**config.mk**
```make
export PLATFORM = sky130hd
export DESIGN_NAME = nonlinear_transform_pipe
export DESIGN_NICKNAME = d
export VERILOG_FILES = /design/src/rtl/nonlinear_transform_pipe.sv
export SDC_FILE = /design/constraint.sdc
export NUM_CORES = 1
export LEC_CHECK = 0
export ABC_AREA = 1
export BUFFER_PORTS_ARGS = -buffer_cell sky130_fd_sc_hd__buf_2
export CORE_ASPECT_RATIO = 0.75
export CORE_MARGIN = 10
export CORE_UTILIZATION = 45
export DETAILED_ROUTE_END_ITERATION = 6
export SLEW_MARGIN = 20
export SYNTH_ARGS = -nofsm -noshare
export SYNTH_HDL_FRONTEND = slang
export SYNTH_SLANG_ARGS = --single-unit
```
**constraint.sdc**
```tcl
create_clock -name clk -period 3.1 [get_ports clk]
set_input_delay 0.31 -clock clk [delete_from_list [all_inputs] [get_ports clk]]
set_output_delay 0.31 -clock clk [all_outputs]
set_load 0.01 [all_outputs]
```
**src/rtl/nonlinear_transform_pipe.sv**
```systemverilog
// Purpose: rescale wide accumulator samples and apply a per-sample nonlinearity with output saturation.
// Latency: 3 cycles from input handshake to out_valid, plus one cycle per stall cycle.
// Backpressure: a single global advance; every stage holds when out_valid is set and out_ready is low.
module nonlinear_transform_pipe #(
  parameter int IN_WIDTH   = 32,
  parameter int IN_FRAC    = 16,
  parameter int OUT_WIDTH  = 16,
  parameter int OUT_FRAC   = 8,
  parameter int CHAN_WIDTH = 2,
  parameter int LEAK_SHIFT = 3
) (
  input  logic                  clk,
  input  logic                  rst,
  input  logic                  in_valid,
  output logic                  in_ready,
  input  logic [IN_WIDTH-1:0]   in_sample,
  input  logic [CHAN_WIDTH-1:0] in_chan,
  input  logic [2:0]            transform_sel,
  output logic                  out_valid,
  input  logic                  out_ready,
  output logic [OUT_WIDTH-1:0]  out_sample,
  output logic [CHAN_WIDTH-1:0] out_chan,
  output logic                  out_sat,
  input  logic                  clear_sat,
  output logic [15:0]           sat_count
);

  // One spare bit so that |v| of the most negative sample cannot overflow.
  localparam int VW    = IN_WIDTH + 1;
  localparam int SHIFT = IN_FRAC - OUT_FRAC;

  localparam logic signed [VW-1:0] ONE  = VW'(1) << OUT_FRAC;
  localparam logic signed [VW-1:0] HALF = VW'(1) << (OUT_FRAC - 1);
  localparam logic signed [VW-1:0] MAXV = (VW'(1) << (OUT_WIDTH - 1)) - VW'(1);
  localparam logic signed [VW-1:0] MINV = ~MAXV;

  logic advance;

  logic                  s1_vld_q;
  logic signed [VW-1:0]  s1_ext;
  logic signed [VW-1:0]  s1_v_d, s1_v_q;
  logic [CHAN_WIDTH-1:0] s1_chan_q;
  logic [2:0]            s1_sel_q;

  logic                  s2_vld_q;
  logic signed [VW-1:0]  s2_t;
  logic signed [VW-1:0]  s2_y_d, s2_y_q;
  logic [CHAN_WIDTH-1:0] s2_chan_q;

  logic                  out_vld_q;
  logic [OUT_WIDTH-1:0]  out_sample_d, out_sample_q;
  logic [CHAN_WIDTH-1:0] out_chan_q;
  logic                  out_sat_d, out_sat_q;
  logic [15:0]           sat_count_d, sat_count_q;

  assign advance    = !out_vld_q || out_ready;
  assign in_ready   = advance;
  assign out_valid  = out_vld_q;
  assign out_sample = out_sample_q;
  assign out_chan   = out_chan_q;
  assign out_sat    = out_sat_q;
  assign sat_count  = sat_count_q;

  // S1 datapath: sign-extend, then floor-shift down to the output fraction.
  always_comb begin
    s1_ext = {in_sample[IN_WIDTH-1], in_sample};
    s1_v_d = s1_ext >>> SHIFT;
  end

  // S1 register: tag and mode are captured only on an input handshake.
  always_ff @(posedge clk) begin
    if (rst) begin
      s1_vld_q  <= 1'b0;
      s1_v_q    <= '0;
      s1_chan_q <= '0;
      s1_sel_q  <= '0;
    end else if (advance) begin
      s1_vld_q <= in_valid;
      if (in_valid) begin
        s1_v_q    <= s1_v_d;
        s1_chan_q <= in_chan;
        s1_sel_q  <= transform_sel;
      end
    end
  end

  // S2 datapath: selected nonlinearity on the rescaled value.
  always_comb begin
    s2_t   = (s1_v_q >>> 2) + HALF;
    s2_y_d = s1_v_q;
    case (s1_sel_q)
      3'b001: begin
        if (s2_t < 0)        s2_y_d = '0;
        else if (s2_t > ONE) s2_y_d = ONE;
        else                 s2_y_d = s2_t;
      end
      3'b010: begin
        if (s1_v_q > ONE)       s2_y_d = ONE;
        else if (s1_v_q < -ONE) s2_y_d = -ONE;
        else                    s2_y_d = s1_v_q;
      end
      3'b011:  s2_y_d = (s1_v_q < 0) ? '0 : s1_v_q;
      3'b100:  s2_y_d = (s1_v_q < 0) ? (s1_v_q >>> LEAK_SHIFT) : s1_v_q;
      3'b101:  s2_y_d = (s1_v_q < 0) ? -s1_v_q : s1_v_q;
      default: s2_y_d = s1_v_q;
    endcase
  end

  // S2 register.
  always_ff @(posedge clk) begin
    if (rst) begin
      s2_vld_q  <= 1'b0;
      s2_y_q    <= '0;
      s2_chan_q <= '0;
    end else if (advance) begin
      s2_vld_q  <= s1_vld_q;
      s2_y_q    <= s2_y_d;
      s2_chan_q <= s1_chan_q;
    end
  end

  // S3 datapath: clamp to the output range and flag when clamping occurred.
  always_comb begin
    out_sat_d    = 1'b0;
    out_sample_d = s2_y_q[OUT_WIDTH-1:0];
    if (s2_y_q > MAXV) begin
      out_sat_d    = 1'b1;
      out_sample_d = {1'b0, {(OUT_WIDTH-1){1'b1}}};
    end else if (s2_y_q < MINV) begin
      out_sat_d    = 1'b1;
      out_sample_d = {1'b1, {(OUT_WIDTH-1){1'b0}}};
    end
  end

  // S3 / output register: holds steady while the consumer stalls.
  always_ff @(posedge clk) begin
    if (rst) begin
      out_vld_q    <= 1'b0;
      out_sample_q <= '0;
      out_chan_q   <= '0;
      out_sat_q    <= 1'b0;
    end else if (advance) begin
      out_vld_q    <= s2_vld_q;
      out_sample_q <= out_sample_d;
      out_chan_q   <= s2_chan_q;
      out_sat_q    <= out_sat_d;
    end
  end

  // Saturation counter next state: clear dominates, increment sticks at all-ones.
  always_comb begin
    sat_count_d = sat_count_q;
    if (clear_sat) begin
      sat_count_d = '0;
    end else if (out_vld_q && out_ready && out_sat_q && (sat_count_q != 16'hFFFF)) begin
      sat_count_d = sat_count_q + 16'd1;
    end
  end

  // Saturation counter register.
  always_ff @(posedge clk) begin
    if (rst) sat_count_q <= '0;
    else     sat_count_q <= sat_count_d;
  end

endmodule

```
==> results of run 1 <==
## through the flow
stage	instance area, um2	hold slack [ns]
2_1_floorplan	6260	0.430
4_1_cts	7010	0.217
6_report	7010	0.226
5_1_grt	7010	0.237
3_5_place_dp	6690	0.453
3_3_place_gp	6690	0.446
## power by group
part	internal, mW	switching, mW
registers	1.42	0.105
logic	0.257	0.531
clock network	0.716	0.524
## worst max-delay path, cell delays in order, from the launching register on
cell and delay (ns):
dfxtp_1 0.55, nand2_1 0.18, nor2_4 0.18, nand3_2 0.10
nor2_2 0.18, nand3_1 0.12, ha_1 0.39, clkinv_1 0.07
buf_4 0.25, nand3_1 0.11, nand2_1 0.07, nand2_1 0.05
nor2_1 0.08, nand3_1 0.11, nor2_1 0.11, nor2_1 0.04
## registers in the layout (all words and copies together) (netlist names)
signal      cells
out_chan        2
out_sample     16
out_sat         1
out_valid       1
s1_chan_q       2
s1_sel_q        3
s1_v_q         24
s1_vld_q        1
s2_chan_q       2
s2_vld_q        1
s2_y_q         33
sat_count      16
## cell families (layout without fill, tap and decap cells)
| logic type | Yosys count | in the layout | synth area share |
|---|---|---|---|
| simple gates | 493 | 493 | 0.353 |
| compound gates | 231 | 231 | 0.206 |
| buf+inv | 154 | 197 | 0.0999 |
| flops | 102 | 102 | 0.326 |
| fa+ha+maj | 5 | 5 | 0.00999 |
| xor+xnor | 4 | 4 | 0.00560 |
## worst max path at each step
| stage | to | slack (ns) | cells past startpoint |
|---|---|---|---|
| final | s2_y_q[8]$_SDFFE_PP0N_ | 0.38 | 15 |
| after CTS | s2_y_q[8]$_SDFFE_PP0N_ | 0.40 | 15 |
| after floorplan | s2_y_q[17]$_SDFFE_PP0N_ | 0.87 | 13 |
| after global routing | s2_y_q[8]$_SDFFE_PP0N_ | 0.14 | 15 |
| after global placement | s2_y_q[8]$_SDFFE_PP0N_ | 0.48 | 15 |
| after detailed placement | s2_y_q[8]$_SDFFE_PP0N_ | 0.44 | 15 |
## layer usage
layer	track usage	up-vias
met3	0.0444	18
met2	0.279	216
li1	-	3361
met5	0	-
met4	0.0447	0
met1	0.293	2958
## final cells by class
| class | instances | area share |
|---|---|---|
| inverter | 95 | 0.0512 |
| clock buffer | 10 | 0.0327 |
| clock inverter | 6 | 0.0132 |
| multi-input combinational | 733 | 0.513 |
| timing repair buffer | 86 | 0.0671 |
| tap | 175 | 0.0312 |
| sequential | 102 | 0.291 |
## cells in the mapped netlist (11+ instances only)
library cell  count
a21oi_1          92
a21oi_2          11
buf_2            18
clkbuf_1         33
dfxtp_1         102
inv_1            83
nand2_1         239
nand3_1          71
nand4_1          34
nor2_1           96
nor3_1           15
o211ai_1         13
o21ai_0          94
## cell usage in the layout, fill, tap and decap left out, types with 2 or more instances in the layout
cell type,n
nand2_2,8
inv_1,82
o21ai_0,94
nand3_1,71
nand3_2,5
a21oi_1,92
dfxtp_1,102
clkbuf_16,9
buf_2,70
nor3_1,15
a21oi_2,11
xor2_1,3
nand4_1,34
buf_4,16
nor2_4,5
nand2_1,238
nor2_2,8
o211ai_1,13
nor3_2,3
nor4_1,3
ha_1,5
inv_2,9
bufinv_16,2
clkinv_1,3
a31oi_1,6
or2_2,3
o21bai_1,3
o21ai_1,3
o221ai_1,2
a211oi_1,2
and3_1,2
nor2_1,95
==> results.json, run 1 <==
{
  "wl_per_cell_um": 15.7,
  "ys_seq_area_frac": 0.326,
  "grt_pass1_wl_mm": 31.0,
  "antenna_found_initial": 0,
  "top_layer_used": "met4",
  "wl_met1_mm": 9.70,
  "start_util": 0.459,
  "final_cell_count_no_fill": 1207,
  "setup_violations": 0,
  "route.antenna.remaining_nets": 0,
  "synth_nets": 1036,
  "setup.worst_path.class": "reg -> reg",
  "die-area_um2": 19100,
  "layout_setup_ws_ns": 0.376,
  "run_status": "complete, no violations",
  "drive_above_1_share": 0.153,
  "holdPathStages": 3,
  "die_h_um": 122,
  "cts_buffers": 9,
  "hold_path_class": "in -> reg",
  "p_leak_nw": 3.10,
  "skew_ns": 0.0107,
  "multi_input_area_um2": 3600,
  "pin_count": 79,
  "maxCapViolations": 0,
  "reg2reg_depth": 15,
  "grt_max_degree": 69,
  "gr-total-overflow": 0,
  "diodes": 0,
  "syn_area_um2": 6260,
  "place_inst": 1191,
  "hp-start": "in_chan[1]",
  "postRouteWirelength_mm": 19.0,
  "clock-sinks": 102,
  "fin_nets": 1074,
  "die_x_um": 156,
  "track_usage": 0.197,
  "synth_largest_area_cell": "dfxtp_1",
  "finalCritPeriodShare": 0.879,
  "critPathCaptureType": "register",
  "clk_latency_ns": 0.34,
  "worst_setup_path_start_kind": "register",
  "synth_area_leaders": "dfxtp_1 33%, nand2_1 14%, o21ai_0 7.5%, a21oi_1 7.4%, nor2_1 5.8%",
  "power_mw": 3.56,
  "clkTransAtPathRegs_ns": 0.07,
  "area_growth_syn_to_layout_pct": 12.0,
  "required_ns": 3.33,
  "hold_end": "s1_chan_q[1]$_SDFFE_PP0P_",
  "dr_total_vias": 6553,
  "rrSetupSlack_ns": 0.38,
  "yosysWarnings": 0,
  "ys_seq_elements": 102,
  "arrival_ns": 2.95,
  "ctsResizeCount": 0,
  "cts_hold_buf": 0,
  "async_reset_ff_frac": 0,
  "row_count": 37,
  "cts-root-buf": "clkbuf_16",
  "grt_pass1_vias": 5908,
  "postLayoutCoreUtil": 0.513,
  "crit_start": "s1_v_q[14]$_SDFFE_PP0P_",
  "p_per_area_nw_per_um2": 507,
  "vdd_drop_max_uv": 288,
  "regArea_um2": 2040,
  "cts_tree": "built",
  "timing.rr.start": "s1_v_q[14]$_SDFFE_PP0P_",
  "rsz0062_at_grt": "no",
  "place_hpwl_mm": 13.8,
  "filler_cell_count": 1451,
  "cts_max_level": 3,
  "drc": 0,
  "synth_edf_count": 0,
  "r2r_end": "s2_y_q[8]$_SDFFE_PP0N_",
  "dp_slack_ns": 0.436,
  "maxSlewHeadroom": 0.470,
  "drt_iter0_drc": 598,
  "cts_setup_buffers": 0,
  "wl_met3_mm": 1.40,
  "worst_pin_slew_ns": 0.793,
  "fin_crit_ns": 2.72,
  "max_freq_mhz": 367,
  "gp_congestion": 0.914,
  "syn_inst": 989,
  "setup_tns_ns": 0,
  "yosys.area.top_type_share": 0.326,
  "avgViaCountPerCell": 5.43,
  "coreArea_um2": 13700,
  "synth_cell_types": 43,
  "clk_path_buf_depth": 2,
  "drv_slew": 0,
  "first_pass_iters": 5,
  "ys.flop_type": "dfxtp_1",
  "met2_length_mm": 7.69,
  "port_buffers": 70,
  "worstPathMaxFanout": 19,
  "avgSynthCellArea_um2": 6.33,
  "hold_violations": 0
}
No activity file was read; power rests on OpenSTA's default activity.
==> run 2: changes to the inputs <==
--- a/config.mk
+++ b/config.mk
@@ -5,8 +5,9 @@
 export SDC_FILE = /design/constraint.sdc
 export NUM_CORES = 1
 export LEC_CHECK = 0
-export ABC_AREA = 1
+export ABC_AREA = 0
 export BUFFER_PORTS_ARGS = -buffer_cell sky130_fd_sc_hd__buf_2
+export CAP_MARGIN = 20
 export CORE_ASPECT_RATIO = 0.75
 export CORE_MARGIN = 10
 export CORE_UTILIZATION = 45
==> run 2 against run 1 <==
Net effect: cell area is 4.2% lower; clock power is 8% lower; die area is 7.1% lower; via count is 8.0% lower; largest cell class unchanged; largest power group unchanged.
==> results.json, run 2 <==
{
  "hold_path_class": "in -> reg",
  "largest_reg_flops": 33,
  "die-area_um2": 17700,
  "die_h_um": 118,
  "yosysMostFrequentCell": "nand2_1",
  "crit_start": "s1_v_q[20]$_SDFFE_PP0P_",
  "avgViaCountPerCell": 5.98,
  "cts_tree": "built",
  "first_pass_iters": 5,
  "critPathCaptureType": "register",
  "gp_congestion": 0.951,
  "yosysWarnings": 0,
  "clkTransAtPathRegs_ns": 0.08,
  "hold_violations": 0,
  "postRouteWirelength_mm": 18.5,
  "cts-root-buf": "clkbuf_16",
  "synth_edf_count": 0,
  "power_mw": 3.28,
  "setup_tns_ns": 0,
  "port_buffers": 70,
  "regMostFlops": "s2_y_q",
  "max_freq_mhz": 340,
  "reg2reg_depth": 10,
  "cts_buffers": 9,
  "synth_largest_area_cell": "dfxtp_1",
  "drv_slew": 0,
  "required_ns": 3.34,
  "row_count": 35,
  "grt_pass1_wl_mm": 30.1,
  "rrSetupSlack_ns": 0.15,
  "drt_iter0_drc": 638,
  "layout_commonest_cell": "nand2_1",
  "fin_crit_ns": 2.95,
  "die_x_um": 150,
  "p_leak_nw": 2.64,
  "grt_pass1_vias": 5604,
  "rsz0062_at_grt": "yes",
  "start_util": 0.464,
  "maxCapViolations": 0,
  "pin_count": 79,
  "finalCritPeriodShare": 0.950,
  "worst_pin_slew_ns": 0.716,
  "synth_common_cells": "119 x nand2_1, 102 x dfxtp_1, 79 x a21oi_1",
  "clock-sinks": 102,
  "multi_input_area_um2": 3390,
  "place_hpwl_mm": 13.6,
  "diodes": 0,
  "setup_violations": 0,
  "syn_inst": 772,
  "ys.flop_type": "dfxtp_1",
  "worst_setup_path_start_kind": "register",
  "track_usage": 0.205,
  "clk_path_buf_depth": 2,
  "regArea_um2": 2040,
  "synth_nets": 819,
  "final_cell_mix": "119 x nand2_1, 102 x dfxtp_1, 79 x a21oi_1, 75 x nor2_1, 70 x buf_2",
  "r2r_end": "s2_y_q[1]$_SDFFE_PP0N_",
  "wl_per_cell_um": 18.4,
  "timing.rr.start": "s1_v_q[20]$_SDFFE_PP0P_",
  "ys_seq_area_frac": 0.355,
  "synth_cell_types": 69,
  "coreArea_um2": 12400,
  "reg_top3": "s2_y_q: 33 flops, s1_v_q: 24 flops",
  "syn_area_um2": 5740,
  "grt_max_degree": 43,
  "area_growth_syn_to_layout_pct": 16.9,
  "run_status": "complete, no violations",
  "worstPathMaxFanout": 11,
  "antenna_found_initial": 0,
  "clk_latency_ns": 0.36,
  "async_reset_ff_frac": 0,
  "gr-total-overflow": 0,
  "drive_above_1_share": 0.189,
  "dr_total_vias": 6029,
  "ys_seq_elements": 102,
  "drc": 0,
  "cts_max_level": 3,
  "vdd_drop_max_uv": 326,
  "synth_area_leaders": "dfxtp_1 36%, nand2_1 7.8%, a21oi_1 6.9%, nor2_1 4.9%, clkbuf_1 3.3%",
  "maxSlewHeadroom": 0.519,
  "route.antenna.remaining_nets": 0,
  "avgSynthCellArea_um2": 7.44,
  "p_per_area_nw_per_um2": 488,
  "fin_nets": 885,
  "setup.worst_path.end": "s2_y_q[1]$_SDFFE_PP0N_",
  "arrival_ns": 3.18,
  "skew_ns": 0.00921,
  "setup.worst_path.class": "reg -> reg",
  "yosys.area.top_type_share": 0.355,
  "filler_cell_count": 1246
}
run 2: changes by cell type after synthesis, sizes merged, moves of 9 or more:
cell / delta
nand4: -20
and2: +9
nor2: -33
inv: -81
a311oi: +11
nand3: -51
o21a: +11
nand2: -127
nor4: +12
o21ai: -59
buf: -10
a21oi: -24
o31ai: +13
clkbuf: +18
run 2: layout make-up:
cell class,instances,share of cell area
clock buffer,9,0.0335
tap,166,0.0309
inverter,12,0.00671
clock inverter,7,0.0101
sequential,102,0.304
timing repair buffer,122,0.110
multi-input combinational,591,0.505
run 2: cell families (layout without fill, tap and decap cells):
family / after synthesis / count (layout) / share of synthesized area
multiplexers: 10 / 10 / 0.0183
XOR/XNOR: 18 / 18 / 0.0274
AND/OR/NAND/NOR: 333 / 333 / 0.276
buffers and inverters: 79 / 150 / 0.0551
flip-flops: 102 / 102 / 0.355
adder cells (fa/ha/maj): 5 / 5 / 0.0109
AO/OA/AOI/OAI: 225 / 225 / 0.257
run 2: power by group:
part	leakage [nW]	switching [mW]	internal, mW	total, mW
registers	0.838	0.0815	1.40	1.48
logic	1.66	0.388	0.266	0.655
clock network	0.145	0.573	0.566	1.14
run 2: routing by layer:
layer / track usage / wire length (um) / vias up
met5: 0 / 0 / -
met4: 0.0661 / 430 / 0
met3: 0.0449 / 1270 / 47
met2: 0.296 / 7920 / 219
met1: 0.293 / 8930 / 2833
li1: - / - / 2930
run 2: worst min path at each step:
stage | start | end | slack (ns) | depth (start not counted)
after floorplan | s2_y_q[7]$_SDFFE_PP0N_ | s2_y_q[7]$_SDFFE_PP0N_ | 0.42 | 2
after global placement | out_sample[14]$_SDFFE_PP0N_ | out_sample[14]$_SDFFE_PP0N_ | 0.44 | 2
after detailed placement | s2_y_q[7]$_SDFFE_PP0N_ | s2_y_q[7]$_SDFFE_PP0N_ | 0.44 | 2
after CTS | in_sample[11] | s1_v_q[3]$_SDFFE_PP0P_ | 0.18 | 3
after global routing | in_sample[8] | s1_v_q[0]$_SDFFE_PP0P_ | 0.18 | 3
final | in_sample[24] | s1_v_q[16]$_SDFFE_PP0P_ | 0.18 | 3
run 2: repair_timing:
action | in CTS | in global routing
resized for setup | 0 | 1
setup buffers | 0 | 2
hold buffers | 0 | 0
endpoints found under the setup margin | 0 | 6
run 2: worst max-delay path, cell delays in order, from the launching register on:
cell and delay [ns]:
dfxtp_1 0.61, nand3_1 0.21, or2_2 0.33, nor2_1 0.16
nand2_1 0.08, ha_1 0.29, nand2b_1 0.06, o311a_1 0.12
or3b_2 0.51, a221oi_1 0.36, nor3_1 0.09
run 2: per-stage QoR:
stage	cell area, um2	cells	hold slack (ns)	worst slack, ns	util
after floorplan	5740	772	0.420	0.306	-
after global placement	6410	991	0.439	0.273	0.517
after detailed placement	6410	991	0.442	0.206	0.517
after CTS	6700	1007	0.178	0.178	0.541
after global routing	6720	1009	0.185	-0.00759	0.542
final	6720	1009	0.180	0.155	0.542
==> run 3: changes to the inputs <==
--- a/config.mk
+++ b/config.mk
@@ -12,6 +12,7 @@
 export CORE_MARGIN = 10
 export CORE_UTILIZATION = 45
 export DETAILED_ROUTE_END_ITERATION = 6
+export SETUP_SLACK_MARGIN = 0.4
 export SLEW_MARGIN = 20
 export SYNTH_ARGS = -nofsm -noshare
 export SYNTH_HDL_FRONTEND = slang
==> run 3 against run 2 <==
Net effect: sequential power is essentially flat; cell area up 3.2%; clock power hardly changed; die area unchanged; final cell count rose by 1.3%; total power is 1.6% higher; clock skew hardly changed; hold slack worse by 0.010 ns; register-to-register slack better by 0.31 ns; critical path depth unchanged; via count increased by 1.4%; critical path type unchanged.
==> results.json, run 3 (synthesis results as in run 2) <==
{
  "rsz0062_at_grt": "yes",
  "cts_hold_buf": 0,
  "largest_reg_flops": 33,
  "arrival_ns": 2.90,
  "antenna_found_initial": 0,
  "vdd_drop_max_uv": 257,
  "wl_per_cell_um": 18.9,
  "final_cell_count_no_fill": 1022,
  "max_freq_mhz": 380,
  "grt_pass1_wl_mm": 31.5,
  "start_util": 0.464,
  "die_x_um": 150,
  "required_ns": 3.37,
  "worst_pin_slew_ns": 0.731,
  "row_count": 35,
  "p_int_mw": 2.26,
  "grt_max_degree": 46,
  "postRouteWirelength_mm": 19.4,
  "fin_nets": 898,
  "power_mw": 3.33,
  "finalCritPeriodShare": 0.850,
  "cts_tree": "built",
  "clock-sinks": 102,
  "critPathCaptureType": "register",
  "p_sw_frac": 0.321,
  "hold_violations": 0,
  "p_leak_nw": 2.72,
  "coreArea_um2": 12400,
  "hold_path_class": "in -> reg",
  "layout_commonest_cell": "nand2_1",
  "port_buffers": 70,
  "cts-root-buf": "clkbuf_16",
  "drv_slew": 0,
  "area_growth_syn_to_layout_pct": 20.6,
  "p_per_area_nw_per_um2": 480,
  "final_cell_mix": "119 x nand2_1, 96 x dfxtp_1, 77 x a21oi_1, 74 x nor2_1, 70 x buf_2",
  "fin_crit_ns": 2.63,
  "dr_total_vias": 6114,
  "setup.worst_path.class": "reg -> reg",
  "grt_pass1_vias": 5712,
  "cts_max_level": 3,
  "die-area_um2": 17700,
  "route.antenna.remaining_nets": 0,
  "cts_buffers": 9,
  "clk_latency_ns": 0.36,
  "first_pass_iters": 5,
  "track_usage": 0.216,
  "pin_count": 79,
  "maxCapViolations": 0,
  "drc": 0,
  "setup_violations": 0,
  "worst_setup_path_start_kind": "register",
  "clkPwrFrac": 0.345,
  "place_inst": 990,
  "maxSlewHeadroom": 0.510,
  "p_seq_frac": 0.443,
  "skew_ns": 0.00882,
  "switchingPower_mw": 1.07,
  "die_h_um": 118,
  "place_hpwl_mm": 13.8,
  "pwr-share-comb": 0.212,
  "avgViaCountPerCell": 5.98,
  "drt_iter0_drc": 631,
  "diodes": 0,
  "worstPathMaxFanout": 10,
  "drive_above_1_share": 0.223,
  "regMostFlops": "s2_y_q",
  "design_area_um2": 6930,
  "clk_path_buf_depth": 2,
  "reg_top3": "s2_y_q: 33 flops, s1_v_q: 24 flops",
  "gp_congestion": 0.969,
  "place_area_um2": 6400,
  "run_status": "complete, no violations",
  "clkTransAtPathRegs_ns": 0.08,
  "setup_tns_ns": 0,
  "gr-total-overflow": 0
}
==> run 3: cell count changes in the layout (fill, tap and decap cells not counted), moves of 3 or more <==
cell	change
buf_4	+9
dfxtp_1	-6
dfxtp_4	+4
buf_6	+3
==> run 3: what timing repair did <==
action | in CTS | in global routing
pin swaps | 10 | 8
hold endpoints to repair | 0 | 0
gates resized for setup | 25 | 11
gates cloned | 2 | 0
setup endpoints to repair | 30 | 32
buffers inserted | 11 | 3
==> run 3: worst max-delay path, stage by stage, from the launching register on <==
cell	delay (ns)
dfxtp_1	0.32
buf_4	0.18
or4_4	0.54
or2_2	0.34
o31ai_4	0.34
nand3_2	0.17
buf_4	0.16
buf_4	0.12
nand2_1	0.06
o31ai_1	0.06
a311oi_1	0.25
==> run 3: layout make-up <==
cell class | count | area [um2]
flip-flops and latches | 102 | 2060
well taps | 166 | 208
repair buffers | 134 | 842
inverters | 12 | 45.0
clock inverters | 6 | 67.6
fillers | 1228 | 5460
clock buffers | 10 | 229
multi-input cells | 592 | 3480
==> run 3: metal layers <==
metal  track usage  part of all wire
met5             0                 0
met4        0.0497             0.014
met3        0.0442             0.076
met2         0.311              0.43
met1         0.317              0.48
==> run 3: final timing paths <==
path / start / to / slack, ns / depth (start not counted)
max: s1_v_q[19]$_SDFFE_PP0P_ / s2_y_q[17]$_SDFFE_PP0N_ / 0.47 / 10
min: in_sample[28] / s1_v_q[20]$_SDFFE_PP0P_ / 0.17 / 3
max reg2reg: s1_v_q[19]$_SDFFE_PP0P_ / s2_y_q[17]$_SDFFE_PP0N_ / 0.47 / 10
min reg2reg: out_sample[14]$_SDFFE_PP0N_ / out_sample[14]$_SDFFE_PP0N_ / 0.45 / 2
==> run 3: through the flow <==
step / worst slack (ns) / hold slack [ns] / utilization
after floorplan: 0.444 / 0.420 / -
after global placement: 0.216 / 0.438 / 0.517
after detailed placement: 0.141 / 0.441 / 0.517
after CTS: 0.381 / 0.170 / 0.555
after global routing: 0.343 / 0.176 / 0.559
final: 0.466 / 0.170 / 0.559
==> run 3: power by group through the flow <==
stage	clock network, mW	logic [mW]	registers [mW]
global placement	0	0.639	1.50
detailed placement	0	0.648	1.51
global route	1.23	0.771	1.49
floorplan	0	0.409	1.50
CTS	1.17	0.686	1.47
finish	1.15	0.705	1.48
